==> src/rtl/speed2phase_if.sv <==
// Command/phase bus of the speed-to-phase generator.
// The master supplies speed commands and sample strobes and receives the phase stream.
interface speed2phase_if;
    logic signed [15:0] speed_in;
    logic               speed_valid;
    logic               speed_ready;
    logic               sample;
    logic signed [18:0] phase;
    logic               phase_valid;
    logic               frame_done;
    logic               busy;

    modport master (
        output speed_in, speed_valid, sample,
        input  speed_ready, phase, phase_valid, frame_done, busy
    );

    modport slave (
        input  speed_in, speed_valid, sample,
        output speed_ready, phase, phase_valid, frame_done, busy
    );
endinterface

==> src/rtl/speed2phase.sv <==
// Speed-to-phase generator: each accepted 6Q10 speed command integrates 2^N
// sample-strobed steps into a 9Q10 phase wrapped to [-PI_Q, PI_Q).
module speed2phase #(
    parameter int N      = 6,
    parameter int K      = 1,
    parameter int KSHIFT = 0,
    parameter int PI_Q   = 3217
) (
    input  logic         clock,
    input  logic         reset,
    speed2phase_if.slave bus
);
    typedef enum logic [0:0] {ST_IDLE = 1'b0, ST_RUN = 1'b1} state_t;

    localparam logic [15:0]        K_U       = K[15:0];
    localparam logic signed [32:0] STEP_MAX  = 33'(2 * PI_Q - 1);
    localparam logic signed [32:0] STEP_MIN  = -33'(2 * PI_Q - 1);
    localparam logic signed [19:0] PI20      = 20'(PI_Q);
    localparam logic signed [19:0] TWO_PI20  = 20'(2 * PI_Q);
    localparam logic [N:0]         FRAME_LEN = {1'b1, {N{1'b0}}};
    localparam logic [N:0]         CNT_ONE   = {{N{1'b0}}, 1'b1};

    state_t             r_state;
    logic [N:0]         r_cnt;
    logic signed [15:0] r_spd_q;
    logic signed [18:0] r_phase;
    logic               r_phase_valid;
    logic               r_frame_done;
    logic               r_busy;
    logic               r_ready;

    state_t             w_state_nxt;
    logic [N:0]         w_cnt_nxt;
    logic signed [15:0] w_spd_nxt;
    logic signed [18:0] w_phase_nxt;
    logic               w_pv_nxt;
    logic               w_fd_nxt;

    logic signed [32:0] w_spd_ext;
    logic signed [32:0] w_k_ext;
    logic signed [32:0] w_prod;
    logic signed [32:0] w_shifted;
    logic signed [32:0] w_sat;
    logic signed [19:0] w_step;
    logic signed [19:0] w_sum;
    logic signed [19:0] w_wrap20;
    logic signed [18:0] w_wrapped;

    // K is unsigned, so it enters the signed product zero-extended.
    assign w_spd_ext = 33'(r_spd_q);
    assign w_k_ext   = $signed({17'd0, K_U});
    assign w_prod    = w_spd_ext * w_k_ext;
    assign w_shifted = w_prod >>> KSHIFT;

    // Step saturation keeps |step| < 2*PI_Q so one wrap correction is enough.
    always_comb begin
        w_sat = w_shifted;
        if (w_shifted > STEP_MAX) begin
            w_sat = STEP_MAX;
        end else if (w_shifted < STEP_MIN) begin
            w_sat = STEP_MIN;
        end else begin
            w_sat = w_shifted;
        end
    end

    assign w_step = w_sat[19:0];
    assign w_sum  = 20'(r_phase) + w_step;

    // Modulo-2*pi wrap of the integrated phase.
    always_comb begin
        w_wrap20 = w_sum;
        if (w_sum >= PI20) begin
            w_wrap20 = w_sum - TWO_PI20;
        end else if (w_sum < -PI20) begin
            w_wrap20 = w_sum + TWO_PI20;
        end else begin
            w_wrap20 = w_sum;
        end
    end

    assign w_wrapped = w_wrap20[18:0];

    // Next-state and next-output logic of the frame controller.
    always_comb begin
        w_state_nxt = r_state;
        w_cnt_nxt   = r_cnt;
        w_spd_nxt   = r_spd_q;
        w_phase_nxt = r_phase;
        w_pv_nxt    = 1'b0;
        w_fd_nxt    = 1'b0;
        case (r_state)
            ST_IDLE: begin
                if (bus.speed_valid) begin
                    w_spd_nxt   = bus.speed_in;
                    w_cnt_nxt   = FRAME_LEN;
                    w_state_nxt = ST_RUN;
                end else begin
                    w_state_nxt = ST_IDLE;
                end
            end
            ST_RUN: begin
                if (bus.sample) begin
                    w_phase_nxt = w_wrapped;
                    w_pv_nxt    = 1'b1;
                    w_cnt_nxt   = r_cnt - CNT_ONE;
                    if (r_cnt == CNT_ONE) begin
                        w_fd_nxt    = 1'b1;
                        w_state_nxt = ST_IDLE;
                    end else begin
                        w_state_nxt = ST_RUN;
                    end
                end else begin
                    w_state_nxt = ST_RUN;
                end
            end
            default: begin
                w_state_nxt = ST_IDLE;
            end
        endcase
    end

    // State and output registers.
    always_ff @(posedge clock) begin
        if (reset) begin
            r_state       <= ST_IDLE;
            r_cnt         <= '0;
            r_spd_q       <= 16'sd0;
            r_phase       <= 19'sd0;
            r_phase_valid <= 1'b0;
            r_frame_done  <= 1'b0;
            r_busy        <= 1'b0;
            r_ready       <= 1'b1;
        end else begin
            r_state       <= w_state_nxt;
            r_cnt         <= w_cnt_nxt;
            r_spd_q       <= w_spd_nxt;
            r_phase       <= w_phase_nxt;
            r_phase_valid <= w_pv_nxt;
            r_frame_done  <= w_fd_nxt;
            r_busy        <= (w_state_nxt == ST_RUN);
            r_ready       <= (w_state_nxt == ST_IDLE);
        end
    end

    assign bus.phase       = r_phase;
    assign bus.phase_valid = r_phase_valid;
    assign bus.frame_done  = r_frame_done;
    assign bus.busy        = r_busy;
    assign bus.speed_ready = r_ready;
endmodule

==> src/flat_wrapper.sv <==
// flat-port wrapper written by rule: the top's interface ports become plain ports
module speed2phase_flat 
#(
    parameter int N      = 6,
    parameter int K      = 1,
    parameter int KSHIFT = 0,
    parameter int PI_Q   = 3217
)
  (clock, reset, bus_speed_in, bus_speed_valid, bus_sample, bus_speed_ready, bus_phase, bus_phase_valid, bus_frame_done, bus_busy);
  speed2phase_if bus_i ();
  input  logic clock;
  input  logic reset;
  input wire logic [$bits(bus_i.speed_in)-1:0] bus_speed_in;
  input wire logic [$bits(bus_i.speed_valid)-1:0] bus_speed_valid;
  input wire logic [$bits(bus_i.sample)-1:0] bus_sample;
  output wire logic [$bits(bus_i.speed_ready)-1:0] bus_speed_ready;
  output wire logic [$bits(bus_i.phase)-1:0] bus_phase;
  output wire logic [$bits(bus_i.phase_valid)-1:0] bus_phase_valid;
  output wire logic [$bits(bus_i.frame_done)-1:0] bus_frame_done;
  output wire logic [$bits(bus_i.busy)-1:0] bus_busy;
  assign bus_i.speed_in = bus_speed_in;
  assign bus_i.speed_valid = bus_speed_valid;
  assign bus_i.sample = bus_sample;
  assign bus_speed_ready = bus_i.speed_ready;
  assign bus_phase = bus_i.phase;
  assign bus_phase_valid = bus_i.phase_valid;
  assign bus_frame_done = bus_i.frame_done;
  assign bus_busy = bus_i.busy;
  speed2phase #(.N(N), .K(K), .KSHIFT(KSHIFT), .PI_Q(PI_Q)) u_core (.clock(clock), .reset(reset), .bus(bus_i));
endmodule
==> config.mk <==
export PLATFORM = sky130hd
export DESIGN_NAME = speed2phase_flat
export DESIGN_NICKNAME = d
export VERILOG_FILES = /design/src/rtl/speed2phase_if.sv /design/src/rtl/speed2phase.sv /design/src/flat_wrapper.sv
export SDC_FILE = /design/constraint.sdc
export NUM_CORES = 1
export LEC_CHECK = 0
export BUFFER_PORTS_ARGS = -buffer_cell sky130_fd_sc_hd__buf_4
export CORE_UTILIZATION = 41
export CTS_BUF_LIST = sky130_fd_sc_hd__clkbuf_8
export CTS_CLUSTER_SIZE = 16
export DETAILED_ROUTE_END_ITERATION = 10
export HOLD_SLACK_MARGIN = 0.12
export PLACE_DENSITY = 0.6
export SLEW_MARGIN = 10
export SYNTH_ARGS = -nofsm -noshare
export SYNTH_HDL_FRONTEND = slang
export SYNTH_SLANG_ARGS = --single-unit
==> constraint.sdc <==
create_clock -name clock -period 11.7 [get_ports clock]
set_input_delay 2.34 -clock clock [delete_from_list [all_inputs] [get_ports clock]]
set_output_delay 2.34 -clock clock [all_outputs]
set_load 0.1 [all_outputs]
==> flow_summary.ini, run 1 <==
[routing]
via_per_inst = 6.07
drc_errors = 0
route.final.wire_length_um = 12300
detail_route.iter0.violations = 235
drtAntennaViolNets = 0
detailroute.via_count = 4301
avgRoutedWirePerCell_um = 17.3
drt-pass1-iter-count = 5

[yosys]
synth_async_reset_ratio_pct = 0
synth-seq-cells = 46
synth_edf_count = 0
synthFlopType = dfxtp_1
synthSimpleGateAreaFrac_pct = 26.9
synth_top_area_cell = dfxtp_1
synth.mux.area_fraction_pct = 1.78
cell_count_after_synthesis = 554
ys.warnings.count = 0
synthesized_area_fraction_occupied_by_ao_oa_aoi_and_oai_cells_pct = 33.0
post_synth.cell_area_avg_um2 = 7.47
largest_family_of_logic_cells_by_synthesized_area = compound AO/OA/AOI/OAI gates
netlist.area_leader.share_pct = 22.2
synth.net_count = 599
netlist-cell-type-count = 82
synth.area.top_cells = dfxtp_1 22%, nand2_1 7.3%, ha_1 7.3%, a21oi_1 5.7%, nor2_1 5.4%
synth_xor_xnor_area_share_pct = 3.99
synth_adder_area_share_pct = 7.74
post_synthesis_cell_area_um2 = 4140
synth-seq-area-share_pct = 22.2

[sta]
number_of_endpoints_with_negative_hold_slack_in_the_final_report = 0
post-route-period-util_pct = 46.5
fmaxAchievable_ghz = 0.184
final_max_slew_viol_count = 0
grt_setup_unrepaired = no
finalSetupViolations = 0
finalCriticalPeriod_ns = 5.44
worst_slew_margin_rel_pct = 25.5
finalHoldWorstSlack_ns = 0.485
fin_worst_skew_ns = 0.0147
max_slew.worst_pin.slew_ns = 1.12
tns_ns = 0

[die]
initial_core_util_pct = 42.3
die-width_um = 102
std_cell_rows = 36
io_pins = 43
die_area_um2 = 10500
floorplan.core_area_um2 = 9770
floorplan.die.height_um = 102

[finish]
layout.core_utilization_pct = 47.0
drive_gt1_share_pct = 13.0
seqCellArea_um2 = 921
syn_to_final_growth_pct = 11.0
stdcell_count = 709
num-nets-final = 620
fillerInstances = 1026
multiInputGateArea_um2 = 3040
antenna-diode-count = 0

[worst_setup_path]
worstPathArrival_ns = 5.63
setup.worst_path.start = u_core.r_spd_q[2]
critical-path-slowest-cell = a2111oi_0
startpoint_type = flip-flop
critical_path.max_stage_delay_ns = 0.45
regToRegSetupSlack_ns = 6.26
timing.critical_path.cells = and3_1 > a31o_2 > a31oi_1 > o21ai_0 > nand4_1 > ha_1 > or3_1 > ha_1 > fa_1 > a211oi_2 > o211ai_1 > a21bo_2 > xnor2_1 > o21ai_0 > a311oi_2 > a21oi_1 > buf_4 > a2111oi_0 > nor4_1
rr_endpoint = u_core.bus.phase[8]
timing.critical_path.required_ns = 11.89
critical_path_buf_inv_count = 1
critical_path.endpoint = u_core.bus.phase[8]
path_max_fanout = 20
ws_path_type = flip-flop to flip-flop
r2r.worst_path.cells = 19
start_of_the_worst_register_to_register_path = u_core.r_spd_q[2]
worstSetupPathDepth = 19
cp_top_family = compound AO/OA/AOI/OAI gates
timing.critical_path.to_type = flip-flop

[power]
leakage_nw = 1.86
vdd.ir_drop.worst_v = 0.0000726
power_density_nw_per_um2 = 160

[clocking]
post_cts.repair.setup_buffers = 0
clk_latency_ns = 0.31
cts_tree = yes
cts.root.buffer_cell = clkbuf_8
holdBufCountCts = 0
clk_path_buf_depth = 2
cts_made_buffers = 5
count_of_cells_resized_by_post_cts_repair = 0
htree_num_levels = 2
clock_sink_count = 46
clk_pin_slew_worst_paths_ns = 0.10

[global_routing]
initial_antenna_violation_count = 0
grt_pass1_vias = 3829
grtUsageTotal_pct = 23.9
grt_max_degree = 34
grt_first_pass_wirelength_um = 19600
grt.overflow.total = 0

[flow_run]
number_of_maximum_capacitance_violations = 0

[hold_path]
hold_path_class = flip-flop to flip-flop

[placed_design]
globalplace.congestion = 0.931
io_buffer_count = 42
dp_hpwl_um = 9480
placed_cells = 701

[status]
outcome = completed
synth_stat cells (all sizes together) (3+ instances only):
cell     count
nand2       81
nor2        60
a21oi       48
dfxtp       46
ha          24
clkbuf      21
o21ai       21
nand3       20
o211ai      14
inv         12
a21o        11
buf         10
a211oi       9
o311ai       9
xnor2        9
xor2         9
a31oi        8
and2         8
nand4        7
o21a         7
and3         6
nand2b       6
o31ai        6
a221o        5
a221oi       5
a32oi        5
and4         5
mux2i        5
nor3         5
nor4         5
or3          5
a2111oi      4
a21boi       4
nand3b       4
or2          4
or4          4
a211o        3
nor2b        3
nor4b        3
registers in the layout, summed over array words and instances, names as in the netlist:
signal,flops
u_core.bus.phase,19
u_core.r_cnt,7
u_core.bus.speed_ready,1
u_core.bus.busy,1
u_core.r_spd_q,16
u_core.bus.phase_valid,1
u_core.bus.frame_done,1
how the worst min path moves through the flow:
stage                        end               from  cells past startpoint
6_report       u_core.r_spd_q[0]  u_core.r_spd_q[0]                      2
5_1_grt        u_core.r_spd_q[0]  u_core.r_spd_q[0]                      2
4_1_cts        u_core.r_spd_q[0]  u_core.r_spd_q[0]                      2
3_5_place_dp   u_core.r_spd_q[0]  u_core.r_spd_q[0]                      2
3_3_place_gp   u_core.r_spd_q[0]  u_core.r_spd_q[0]                      2
2_1_floorplan  u_core.r_spd_q[0]  u_core.r_spd_q[0]                      2
per-layer routing:
| layer | global-route usage, % | part of all wire [%] | up-vias |
|---|---|---|---|
| li1 | - | - | 2136 |
| met1 | 36.5 | 51 | 2027 |
| met4 | 6.26 | 1.9 | 0 |
| met3 | 2.87 | 5.1 | 17 |
| met2 | 34.7 | 42 | 121 |
| met5 | 0 | 0 | - |
kinds of logic (layout without fill, tap and decap cells):
logic type	count (synthesis)	count (layout)
flip-flops	46	46
buffers and inverters	43	65
multiplexers	6	6
adder cells (fa/ha/maj)	25	25
AO/OA/AOI/OAI	188	188
AND/OR/NAND/NOR	228	228
XOR/XNOR	18	18
layout by cell type, fill, tap and decap left out, drive strengths merged, types with 11 or more instances in the layout:
cell type	netlist	routed
a21o	11	11
inv	12	13
nand3	20	20
ha	24	24
nand2	81	81
dfxtp	46	46
buf	10	45
nor2	60	60
o21ai	21	21
a21oi	48	48
o211ai	14	14
power breakdown:
part	switching, mW	internal (mW)	total [mW]
sequential	0.0193	0.171	0.191
clock	0.0613	0.0423	0.104
combinational	0.306	0.133	0.439
total	0.386	0.347	0.733
stage by stage:
step,setup slack (ns),total power [mW],instance area (um2)
5_1_grt,5.76,0.779,4600
2_1_floorplan,7.07,0.525,4140
3_3_place_gp,6.49,0.619,4510
4_1_cts,6.31,0.729,4600
3_5_place_dp,6.35,0.623,4510
6_report,6.26,0.733,4600
worst min-delay path: stages (launching register included):
cell and delay [ns]:
dfxtp_1 0.34, nand2_1 0.06, a21oi_1 0.05
area by class of cell:
cell class,instances,area share [%]
clock inverters,3,0.408
inverters,12,0.980
flip-flops and latches,46,20.0
well taps,133,3.62
repair buffers,45,7.35
clock buffers,5,1.50
multi-input cells,465,66.1
No activity file was read; power rests on OpenSTA's default activity.
==> run 2, diff against run 1 <==
ABC_AREA = 1   (was unset)
PLACE_DENSITY = 0.62   (was 0.6)
clock period = 4.7 ns   (was 11.7 ns; I/O delays follow)
==> run 2 against run 1 <==
  * Highest routed layer unchanged
  * Synthesized cell count grew 45%
  * Power grew 150%
  * Non-clock buffer count grew 5
  * Via count grew 19%
  * Largest cell class unchanged
==> flow_summary.ini, run 2 <==
[status]
outcome = completed

[power]
power.sequential.fraction_pct = 24.9
power_switching_mw = 0.954
power.share.switching_pct = 52.4
share_comb_of_total_power_pct = 60.0
intPower_mw = 0.866
vdd.ir_drop.worst_v = 0.000166
power_density_nw_per_um2 = 353
leakage_nw = 2.80
p_clk_share_pct = 15.2

[clocking]
clock_sink_count = 46
clk_latency_ns = 0.33
cts_tree = yes
clk_path_buf_depth = 2
clk_pin_slew_worst_paths_ns = 0.10
cts_made_buffers = 5
htree_num_levels = 2
cts.root.buffer_cell = clkbuf_8

[worst_setup_path]
r2r.worst_path.cells = 28
critical_path.max_stage_delay_ns = 0.43
timing.critical_path.required_ns = 4.93
path_max_fanout = 15
start_of_the_worst_register_to_register_path = u_core.r_spd_q[4]
timing.critical_path.to_type = flip-flop
worstPathArrival_ns = 4.49
rr_endpoint = u_core.bus.phase[4]
timing.critical_path.mode_cell = nand2_1
critical-path-slowest-cell = fa_2
startpoint_type = flip-flop
ws_path_type = flip-flop to flip-flop
setup.worst_path.start = u_core.r_spd_q[4]
regToRegSetupSlack_ns = 0.44

[yosys]
cell_count_after_synthesis = 801
post_synthesis_cell_area_um2 = 4590
synth.area.top_cells = nand2_1 22%, dfxtp_1 20%, inv_1 8.8%, nand3_1 8.5%, nor2_1 7.3%
synth_async_reset_ratio_pct = 0
synthTopCellsByCount = 264 x nand2_1, 108 x inv_1, 89 x nor2_1
post_synth.cell_area_avg_um2 = 5.73
netlist.area_leader.share_pct = 21.6
synth_edf_count = 0
ys.warnings.count = 0
synth-seq-cells = 46
synthFlopType = dfxtp_1
post-synth-top-count-cell = nand2_1
synth_top_area_cell = nand2_1
netlist-cell-type-count = 40
synth-seq-area-share_pct = 20.1
synth.net_count = 846

[sta]
worst_slew_margin_rel_pct = 48.8
number_of_endpoints_with_negative_hold_slack_in_the_final_report = 0
tns_ns = 0
finalSetupViolations = 0
fin_worst_skew_ns = 0.00965
grt_setup_unrepaired = no
finalHoldWorstSlack_ns = 0.477
post-route-period-util_pct = 90.6
fmaxAchievable_ghz = 0.235
finalCriticalPeriod_ns = 4.26
final_max_slew_viol_count = 0
max_slew.worst_pin.slew_ns = 0.766

[finish]
fillerInstances = 1159
largest_reg_flops = 19
layout_commonest_cell = nand2_1
syn_to_final_growth_pct = 12.4
num-nets-final = 885
antenna-diode-count = 0
drive_gt1_share_pct = 12.1
layout_common_cells = 264 x nand2_1, 108 x inv_1, 87 x nor2_1

[routing]
drt-pass1-iter-count = 5
detail_route.iter0.violations = 249
detailroute.via_count = 5103
drtAntennaViolNets = 0
drc_errors = 0
via_per_inst = 5.20
avgRoutedWirePerCell_um = 13.9
route.final.wire_length_um = 13600

[die]
initial_core_util_pct = 42.1
die_area_um2 = 11600
io_pins = 43
floorplan.die.height_um = 108
floorplan.core_area_um2 = 10900
die-width_um = 108
std_cell_rows = 38

[hold_path]
hold_path_class = flip-flop to flip-flop
worst_hold_path.num_cells = 1
hold_start = u_core.r_cnt[5]
min_delay_worst_endpoint = u_core.r_cnt[5]

[placed_design]
dp_hpwl_um = 10800
globalplace.congestion = 0.948
io_buffer_count = 42

[global_routing]
grtUsageTotal_pct = 24.3
grt_pass1_vias = 4617
grt_first_pass_wirelength_um = 21900
grt_max_degree = 27
grt.overflow.total = 0
initial_antenna_violation_count = 0

[flow_run]
number_of_maximum_capacitance_violations = 0
-- run 2: changes by cell type in the layout (fill, tap and decap cells not counted), moves of 11 or more --
cell,previous run,this run
a21o_1,11,0
o211ai_1,13,2
nand3_1,20,78
a21oi_1,47,31
inv_1,12,108
o21ai_0,16,49
nand2_2,0,13
nor2_1,60,87
nand2_1,81,264
-- run 2: through the flow --
stage | worst slack [ns] | std cells | total power, mW | util, % | area, um2
final | 0.441 | 981 | 1.82 | 47.4 | 5160
after global routing | 0.00648 | 981 | 1.97 | 47.4 | 5160
after CTS | 0.0714 | 977 | 1.79 | 46.6 | 5070
after detailed placement | 0.107 | 969 | 1.51 | 45.8 | 4980
after global placement | 0.176 | 969 | 1.51 | 45.8 | 4980
after floorplan | 0.826 | 801 | 1.30 | - | 4590
-- run 2: layer usage --
layer / vias to the layer above / routed length [um] / GRT usage, %
met5: - / 0 / 0
met4: 0 / 416 / 9.78
met3: 34 / 757 / 4.18
met2: 149 / 6150 / 40.3
met1: 2294 / 6270 / 31.0
li1: 2626 / - / -
-- run 2: area by class of cell --
cell class / count / area [um2] / share of cell area, %
Multi-Input combinational cell: 624 / 3170 / 61.4
Timing Repair Buffer: 50 / 375 / 7.28
Sequential cell: 46 / 921 / 17.9
Tap cell: 140 / 175 / 3.40
Clock buffer: 5 / 68.8 / 1.33
Inverter: 113 / 427 / 8.27
Clock inverter: 3 / 22.5 / 0.437
-- run 2: power by group through the flow --
stage | logic (mW) | clock network, mW | registers [mW]
floorplan | 0.731 | 0 | 0.564
global placement | 1.05 | 0 | 0.460
detailed placement | 1.05 | 0 | 0.460
CTS | 1.06 | 0.286 | 0.452
global route | 1.22 | 0.298 | 0.456
finish | 1.09 | 0.276 | 0.452
-- run 2: worst max-delay path, delay by kind of cell (launching register included) --
kind | cells | cell delay (ns)
AO/OA/AOI/OAI | 2 | 0.18
XOR/XNOR | 1 | 0.36
AND/OR/NAND/NOR | 20 | 2.03
buffers and inverters | 2 | 0.22
flip-flops | 1 | 0.38
adder cells (fa/ha/maj) | 3 | 1.01
-- run 2: how the worst max path moves through the flow --
stage | to | slack, ns
3_3_place_gp | u_core.bus.phase[18] | 0.18
3_5_place_dp | u_core.bus.phase[17] | 0.11
2_1_floorplan | u_core.bus.phase[15] | 0.83
4_1_cts | u_core.bus.phase[17] | 0.07
5_1_grt | u_core.bus.phase[2] | 0.006
6_report | u_core.bus.phase[4] | 0.44
-- run 2: cells by family (layout without fill, tap and decap cells) --
kind of cell,after synthesis,count (layout),synth area share [%]
and+or+nand+nor,484,484,45.6
adders and majority gates,25,25,6.98
AOI/OAI and AO/OA,96,96,11.3
DFF,46,46,20.1
xor gates and xnor gates,19,19,4.04
buffers and inverters,131,171,11.9
-- run 2: what timing repair did --
action	CTS	global route
resized for setup	0	11
setup endpoints to repair	0	18
hold buffers	0	0
setup buffers	0	4
==> run 3, diff against run 2 <==
PLACE_DENSITY = 0.66   (was 0.62)
SLEW_MARGIN = unset   (was 10)
==> run 3 against run 2 <==
  * Sequential share of layout area down 0.12 points
  * Core utilization up 0.32 points
  * Cell count up 0.10%
  * Die area unchanged
==> flow_summary.ini, run 3 (same netlist as run 2, synthesis figures left out) <==
[status]
outcome = completed

[clocking]
clk_pin_slew_worst_paths_ns = 0.10
clock_sink_count = 46
htree_num_levels = 2
clk_path_buf_depth = 2
cts_tree = yes
cts.root.buffer_cell = clkbuf_8
cts_made_buffers = 5
clk_latency_ns = 0.32

[sta]
number_of_endpoints_with_negative_hold_slack_in_the_final_report = 0
final_max_slew_viol_count = 0
worst_slew_margin_rel_pct = 42.9
max_slew.worst_pin.slew_ns = 0.855
finalSetupViolations = 0
post-route-period-util_pct = 91.0
finalWorstSetupSlack_ns = 0.421
grt_setup_unrepaired = no
fin_worst_skew_ns = 0.0107
finalCriticalPeriod_ns = 4.28
fmaxAchievable_ghz = 0.234
tns_ns = 0

[finish]
stdcell_count = 982
layout_commonest_cell = nand2_1
drive_gt1_share_pct = 12.9
layout_common_cells = 264 x nand2_1, 108 x inv_1, 84 x nor2_1
largest_reg_flops = 19
layout.core_utilization_pct = 47.7
antenna-diode-count = 0
num-nets-final = 886
syn_to_final_growth_pct = 13.2

[routing]
drt-pass1-iter-count = 6
wl_met1_um = 6350
detailroute.via_count = 4991
drc_errors = 0
drtAntennaViolNets = 0
via_per_inst = 5.08
highest-signal-layer = met4
avgRoutedWirePerCell_um = 13.5
route.final.wire_length_um = 13300
wl_met2_um = 5980
detail_route.iter0.violations = 394
met3RoutedLength_um = 611

[power]
post-layout-total-power_mw = 1.83
intPower_mw = 0.870
power_density_nw_per_um2 = 353
power.share.switching_pct = 52.5
p_clk_share_pct = 15.6
leakage_nw = 2.80
vdd.ir_drop.worst_v = 0.000185
power.sequential.fraction_pct = 24.7
share_comb_of_total_power_pct = 59.8
power_switching_mw = 0.962

[global_routing]
grt.overflow.total = 0
grt_pass1_vias = 4608
grtUsageTotal_pct = 23.7
grt_first_pass_wirelength_um = 21800
initial_antenna_violation_count = 0
grt_max_degree = 27

[worst_setup_path]
timing.critical_path.required_ns = 4.93
startpoint_type = flip-flop
ws_path_type = flip-flop to flip-flop
timing.critical_path.to_type = flip-flop
regToRegSetupSlack_ns = 0.42
cp_top_family = simple AND/OR/NAND/NOR gates
critical_path.max_stage_delay_ns = 0.39
critical-path-slowest-cell = dfxtp_1
critical_path_buf_inv_count = 5
critical_path.endpoint = u_core.bus.phase[9]
r2r.worst_path.cells = 29
start_of_the_worst_register_to_register_path = u_core.r_spd_q[4]
worstSetupPathDepth = 29
rr_endpoint = u_core.bus.phase[9]
path_max_fanout = 13
timing.critical_path.mode_cell = nand2_1
setup.worst_path.start = u_core.r_spd_q[4]
worstPathArrival_ns = 4.51

[die]
floorplan.core_area_um2 = 10900
floorplan.die.height_um = 108
std_cell_rows = 38
io_pins = 43
die-width_um = 108
initial_core_util_pct = 42.1
die_area_um2 = 11600

[placed_design]
dp_hpwl_um = 10200
io_buffer_count = 42
globalplace.congestion = 0.910
dpl_worst_slack_ns = 0.201
placed_cells = 970

[flow_run]
number_of_maximum_capacitance_violations = 0

[hold_path]
hold_path_class = flip-flop to flip-flop
-- run 3: cell types whose count changed in the layout (fill, tap and decap cells not counted), sizes merged --
cell,delta
buf,+1
-- run 3: timing repair --
item | in CTS | in global routing
setup endpoints to repair | 0 | 18
gates resized for setup | 0 | 17
hold buffers | 0 | 0
buffers inserted | 0 | 4
-- run 3: power by group through the flow --
stage,sequential (mW),clock [mW],combinational (mW)
finish,0.452,0.285,1.10
detailed placement,0.459,0,1.04
CTS,0.450,0.288,1.05
floorplan,0.564,0,0.731
global route,0.455,0.303,1.23
global placement,0.460,0,1.05
-- run 3: layout make-up --
cell class                      count  area [um2]
Fill cell                        1186        5700
Multi-Input combinational cell    624        3190
Inverter                          113         424
Tap cell                          140         175
Clock inverter                      3        22.5
Timing Repair Buffer               51         387
Sequential cell                    46         921
Clock buffer                        5        68.8
-- run 3: worst min path at each step --
stage	endpoint	slack [ns]	start	cells past startpoint
after global routing	u_core.r_cnt[5]	0.51	u_core.r_cnt[5]	1
after floorplan	u_core.r_cnt[5]	0.44	u_core.r_cnt[5]	1
after detailed placement	u_core.r_cnt[5]	0.46	u_core.r_cnt[5]	1
after CTS	u_core.r_cnt[5]	0.48	u_core.r_cnt[5]	1
after global placement	u_core.r_cnt[5]	0.46	u_core.r_cnt[5]	1
final	u_core.r_cnt[5]	0.48	u_core.r_cnt[5]	1
-- run 3: stage by stage --
step,hold slack [ns],cell area [um2]
floorplan,0.437,4590
detailed placement,0.461,4990
global placement,0.458,4990
global route,0.509,5190
finish,0.477,5190
CTS,0.477,5080
-- run 3: per-layer routing --
metal	GRT usage (%)	up-vias
li1	-	2634
met1	32.8	2193
met2	37.7	141
met3	2.36	23
met4	9.30	0
met5	0	-
